**src/rtl/processor_pkg.sv**
```systemverilog
// rtl/processor_pkg.sv - shared thread-id, scheduler state and timing constants for the stack processor
package processor_pkg;
  localparam int NTHREADS_DEF  = 2;
  localparam int TIDW_DEF      = $clog2(NTHREADS_DEF);
  localparam int BARREL_DEPTH  = NTHREADS_DEF;
  localparam int STALL_CYC_DEF = 2;
  localparam int DRAIN_CYC_DEF = 4;
  localparam int STALL_W       = 3;

  typedef logic [TIDW_DEF-1:0] tid_t;

  typedef enum logic [1:0] {
    IDLE  = 2'd0,
    RUN   = 2'd1,
    DRAIN = 2'd2,
    DONE  = 2'd3
  } sched_state_t;
endpackage

```
**src/rtl/rr_pick.sv**
```systemverilog
// rtl/rr_pick.sv - rotate-priority picker: first set bit of elig scanning rr+1, rr+2, ... modulo NTHREADS
module rr_pick #(
  parameter int NTHREADS = 2,
  parameter int TIDW     = 1
) (
  input  logic [NTHREADS-1:0] elig,
  input  logic [TIDW-1:0]     rr,
  output logic                found,
  output logic [TIDW-1:0]     index
);
  logic [TIDW-1:0] cand;

  // Scan farthest-first so the nearest candidate after rr overwrites the others.
  always_comb begin
    found = 1'b0;
    index = rr;
    cand  = '0;
    for (int k = NTHREADS; k >= 1; k--) begin
      cand = rr + TIDW'(k);
      if (elig[cand]) begin
        found = 1'b1;
        index = cand;
      end
    end
  end
endmodule

```
**src/rtl/thread_issue_scheduler.sv**
```systemverilog
// rtl/thread_issue_scheduler.sv - per-cycle fetch thread selector; STRICT_ALTERNATE_EN selects barrel time-slicing
module thread_issue_scheduler
  import processor_pkg::*;
#(
  parameter int NTHREADS  = NTHREADS_DEF,
  parameter int TIDW      = TIDW_DEF,
  parameter int STALL_CYC = STALL_CYC_DEF,
  parameter int DRAIN_CYC = DRAIN_CYC_DEF
) (
  input  logic                clk,
  input  logic                reset,
  input  logic                start,
  input  logic [NTHREADS-1:0] halt_set,
  input  logic                redirect_valid,
  input  logic [TIDW-1:0]     redirect_tid,
  output logic                issue_valid,
  output logic [TIDW-1:0]     issue_tid,
  output logic [NTHREADS-1:0] halted,
  output logic                done
);
  sched_state_t        state;
  logic [STALL_W-1:0]  stall_cnt [NTHREADS];
  logic [7:0]          drain_cnt;
  logic [NTHREADS-1:0] elig;
  logic [NTHREADS-1:0] halt_acc;
  logic                all_halt;

  always_comb begin
    elig = '0;
    for (int t = 0; t < NTHREADS; t++)
      elig[t] = (state == RUN) && !halted[t] && (stall_cnt[t] == '0);
  end

  // Halts arriving after completion are irrelevant; everything is already halted.
  assign halt_acc = (state == DONE) ? '0 : halt_set;
  assign all_halt = &(halted | halt_acc);

`ifdef STRICT_ALTERNATE_EN
  logic [TIDW-1:0] slot;
`else
  logic [TIDW-1:0] rr;
  logic            pick_found;
  logic [TIDW-1:0] pick_index;

  rr_pick #(.NTHREADS(NTHREADS), .TIDW(TIDW)) u_pick (
    .elig  (elig),
    .rr    (rr),
    .found (pick_found),
    .index (pick_index)
  );
`endif

  always_ff @(posedge clk) begin
    if (reset) begin
      state       <= IDLE;
      issue_valid <= 1'b0;
      issue_tid   <= '0;
      halted      <= '0;
      done        <= 1'b0;
      drain_cnt   <= '0;
      for (int t = 0; t < NTHREADS; t++) stall_cnt[t] <= '0;
`ifdef STRICT_ALTERNATE_EN
      slot        <= '0;
`else
      rr          <= TIDW'(NTHREADS - 1);
`endif
    end else begin
      halted <= halted | halt_acc;
      // Halt beats a same-cycle redirect; a redirect reloads rather than accumulates.
      for (int t = 0; t < NTHREADS; t++) begin
        if (halt_acc[t])
          stall_cnt[t] <= '0;
        else if (redirect_valid && redirect_tid == TIDW'(t) && !halted[t])
          stall_cnt[t] <= STALL_W'(STALL_CYC);
        else if (stall_cnt[t] != '0)
          stall_cnt[t] <= stall_cnt[t] - 1'b1;
      end

      case (state)
        IDLE: begin
          issue_valid <= 1'b0;
          if (start) state <= RUN;
        end
        RUN: begin
`ifdef STRICT_ALTERNATE_EN
          issue_valid <= elig[slot];
          issue_tid   <= slot;
          slot        <= slot + 1'b1;
`else
          issue_valid <= pick_found;
          if (pick_found) begin
            issue_tid <= pick_index;
            rr        <= pick_index;
          end
`endif
          if (all_halt) begin
            state     <= DRAIN;
            drain_cnt <= '0;
          end
        end
        DRAIN: begin
          issue_valid <= 1'b0;
          if (drain_cnt == 8'(DRAIN_CYC - 1)) begin
            state <= DONE;
            done  <= 1'b1;
          end else begin
            drain_cnt <= drain_cnt + 1'b1;
          end
        end
        default: begin
          issue_valid <= 1'b0;
          done        <= 1'b1;
        end
      endcase
    end
  end
endmodule

```
**config.mk**
```make
export PLATFORM = sky130hd
export DESIGN_NAME = thread_issue_scheduler
export DESIGN_NICKNAME = d
export VERILOG_FILES = /design/src/rtl/processor_pkg.sv /design/src/rtl/rr_pick.sv /design/src/rtl/thread_issue_scheduler.sv
export SDC_FILE = /design/constraint.sdc
export NUM_CORES = 1
export LEC_CHECK = 0
export CAP_MARGIN = 20
export CORE_MARGIN = 1.5
export CORE_UTILIZATION = 55
export CTS_CLUSTER_DIAMETER = 60
export CTS_CLUSTER_SIZE = 12
export DETAILED_ROUTE_END_ITERATION = 6
export GPL_TIMING_DRIVEN = 0
export PLACE_DENSITY_LB_ADDON = 0.3
export SETUP_SLACK_MARGIN = 0.4
export SKIP_CTS_REPAIR_TIMING = 1
export SYNTH_ARGS = -nofsm -noshare
export SYNTH_HDL_FRONTEND = slang
export SYNTH_HIERARCHICAL = 1
export SYNTH_SLANG_ARGS = --single-unit
```
**constraint.sdc**
```tcl
create_clock -name clk -period 2.19 [get_ports clk]
set_input_delay 0.5475 -clock clk [delete_from_list [all_inputs] [get_ports clk]]
set_output_delay 0.5475 -clock clk [all_outputs]
set_load 0.02 [all_outputs]
```
==> key figures <==
Worst setup path
  • Crit path largest cell delay: 0.40 ns
  • Arrival time at the worst endpoint: 1.97 ns
  • CP Class: flop to flop
  • Crit path max fanout: 9
  • Slowest cell on crit path: dfxtp_1
  • Worst Reg2Reg Path Length in Cells: 5
  • Critical Path, Cell by Cell: ha_1 -> nor4b_4 -> a31oi_4 -> and3_4 -> a41o_1
  • Crit path capture type: flop
  • Worst endpoint required time: about 2.4 ns
  • Worst R2R Start: drain_cnt[0]
  • Startpoint Class: flop
  • Reg2Reg Setup Slack: around 0.42 ns
  • Reg2reg end: drain_cnt[2]

Route
  • TritonRoute pass-1 iters: 4
  • Met1 WL: 1.176 mm
  • Via density: between 5 and 6
  • Drt initial violations: 17
  • Max Used Layer: met4
  • WL per Instance: 14.75 um
  • Drt drc: 0
  • Detailed Route WL: ~2.7 mm
  • Vias: ~1100
  • Remaining antenna violation count: 0
  • DR WL met3: about 61 um
  • Met2 WL: 1.489 mm

Finish
  • Final instance area: between 1000 and 1500 um2
  • ANT cells: 0
  • Fill cell count: 201
  • Layout net count: about 180
  • Layout cell share with drive strength beyond 1: 12.66%
  • Post-route non-filler standard cell count: 186
  • Area grow syn2layout: 18.47%

Die
  • Initial Util: approximately 58%
  • Rows: 17
  • IO Count: 12
  • Die height: 50.86 um
  • Core Box Area: 2191 um2
  • Die W: 50.86 um
  • Die Area: ~2600 um2

Hold path
  • Worst Hold Path EP: issue_tid
  • Min-delay src: issue_tid
  • Hold depth: 2
  • HP Class: flop to flop

Clock network
  • H-tree levels: 1
  • Clock latency on the worst-skew pair: roughly 0.3 ns
  • Number of CTS-inserted buffers: 3
  • Clock-pin slew on the worst setup and hold paths: approximately 0.11 ns
  • Clock Sinks: 22
  • Clock buffer depth: 2
  • CTS tree: done
  • Root buffer cell: clkbuf_4

Yosys
  • Synthesis-stage register bit count: 22
  • Syn avg cell area: about 8.9 um2
  • Asr flop ratio synth: 0%
  • Post-synth EDFFs: 6
  • Ys flop type: dfxtp_1
  • Syn_nets: 157
  • Seq/Total Area, Yosys: 39.72%
  • Warnings from Yosys: 6
  • Synth unique cells: 37
  • Gate Count Post-Synth: 141
  • Cell Area, Synth: between 1000 and 1500 um2

Power
  • PwrDens: 1012 nW/um2
  • VDD IR max: 0.0007058 V
  • Leakage power: approximately 0.64 nW

Timing
  • Setup violators final: 0
  • Final period utilization: between 80% and 90%
  • Slew HR: 70.47%
  • Worst hold slack: ~0.47 ns
  • Clock skew: roughly 0.0053 ns
  • Final Max Slew Viols: 0
  • Min Tclk post-route: approximately 1.8 ns
  • Hold Fails Final Rpt: 0
  • RSZ-0062 raised after global routing: yes
  • Max Freq: about 560 MHz
  • Tightest Pin Transition: approximately 0.44 ns
  • Final setup margin: 0.4170 ns

GRT
  • Largest net degree at the start of global routing: 12
  • Total track usage: about 23%
  • Number of global-route vias before repair: approximately 1000
  • Initial antenna violation count: 0
  • First-pass GRT wire length: 4.395 mm
  • Total gr overflow: 0

Place
  • Cell count after placement: 180
  • Routability cong.: ~0.80
  • IO buf count: 11
  • DP HPWL: about 2 mm
  • Post-DP Area: roughly 1400 um2
  • Dpl ws: -0.04131 ns

Flow run
  • Max Cap Viol: 0

Outcome
  • Outcome: finished clean
registers in the layout (all words and copies together) (netlist names):
register / flops
drain_cnt: 8
stall_cnt: 6
halted: 2
state: 2
done: 1
issue_tid: 1
issue_valid: 1
rr: 1
cell usage in the layout, fill, tap and decap left out, types with 4 or more instances in the layout:
master,synthesis,layout
a21oi_1,7,7
clkdlybuf4s50_1,0,6
dfxtp_1,16,15
dlymetal6s2s_1,0,5
edfxtp_1,6,6
ha_1,9,8
inv_1,13,13
nand2_1,12,12
nand3_1,5,5
nor2_1,11,11
nor2b_1,5,4
nor3_1,12,12
layout make-up:
class / instances / area, um2 / area share, %
Buffer: 3 / 13.76 / 0.9220
Clock buffer: 3 / 22.52 / 1.509
Tap cell: 28 / 35.03 / 2.347
Multi-Input combinational cell: 103 / 725.7 / 48.62
Inverter: 13 / 48.80 / 3.269
Sequential cell: 22 / 501.7 / 33.61
Timing Repair Buffer: 14 / 145.1 / 9.723
report_power, final:
part | leakage [nW] | switching (mW) | total, mW | internal (mW)
registers | 0.200 | 0.0467 | 0.561 | 0.514
logic | 0.425 | 0.451 | 0.773 | 0.322
clock network | 0.0138 | 0.112 | 0.176 | 0.0640
cells by family after synthesis:
| family | Yosys count | synth area share [%] |
|---|---|---|
| and+or+nand+nor | 63 | 27.41 |
| muxes | 1 | 0.7945 |
| buffers and inverters | 16 | 4.767 |
| AOI/OAI and AO/OA | 30 | 18.37 |
| adders and majority gates | 9 | 8.938 |
| DFF | 22 | 39.72 |
layer usage:
layer	vias up	global-route usage, %
li1	553	-
met5	-	0
met2	13	44.08
met4	0	6.757
met3	2	2.632
met1	522	25.66
cell usage after synthesis (2+ instances only):
master    instances  area (um2)
inv_1            13       48.80
nor2_1           11       41.29
or3_1             2       12.51
a32o_1            2       20.02
o21a_1            3       22.52
o31ai_1           3       22.52
dfxtp_1          16       320.3
nor2b_1           5       31.28
o41ai_1           2       17.52
nor3_1           12       60.06
and2_1            3       18.77
clkbuf_1          3       11.26
nand2_1          12       45.04
nand3_1           5       25.02
ha_1              9       112.6
edfxtp_1          6       180.2
nand4_1           3       18.77
o21ai_0           2       10.01
a311oi_1          2       17.52
a41o_1            2       20.02
a21oi_1           7       35.03
nand2b_1          3       18.77
critical path, delay by kind of cell, from the launching register on:
family	cells	cell delay, ns
AND/OR/NAND/NOR	2	0.59
flip-flops	1	0.40
AO/OA/AOI/OAI	2	0.45
adder cells (fa/ha/maj)	1	0.24
per-stage QoR:
step / setup TNS, ns / power [mW] / utilization (%)
after global placement: -0.05387 / 1.218 / 64.13
after detailed placement: -0.04131 / 1.284 / 64.13
after CTS: 0 / 1.460 / 65.16
after global routing: 0 / 1.628 / 68.13
after floorplan: 0 / 1.082 / -
final: 0 / 1.511 / 68.13
how the worst max path moves through the flow:
stage	start	to	slack, ns	cells after the start
after floorplan	state[1]	state[1]	0.56	6
after global placement	reset	stall_cnt[1][1]	-0.05	4
after detailed placement	reset	stall_cnt[1][1]	-0.04	4
after CTS	reset	stall_cnt[1][1]	0.27	4
after global routing	reset	stall_cnt[1][1]	0.35	4
final	drain_cnt[0]	drain_cnt[2]	0.42	5
No activity file was read; power rests on OpenSTA's default activity.
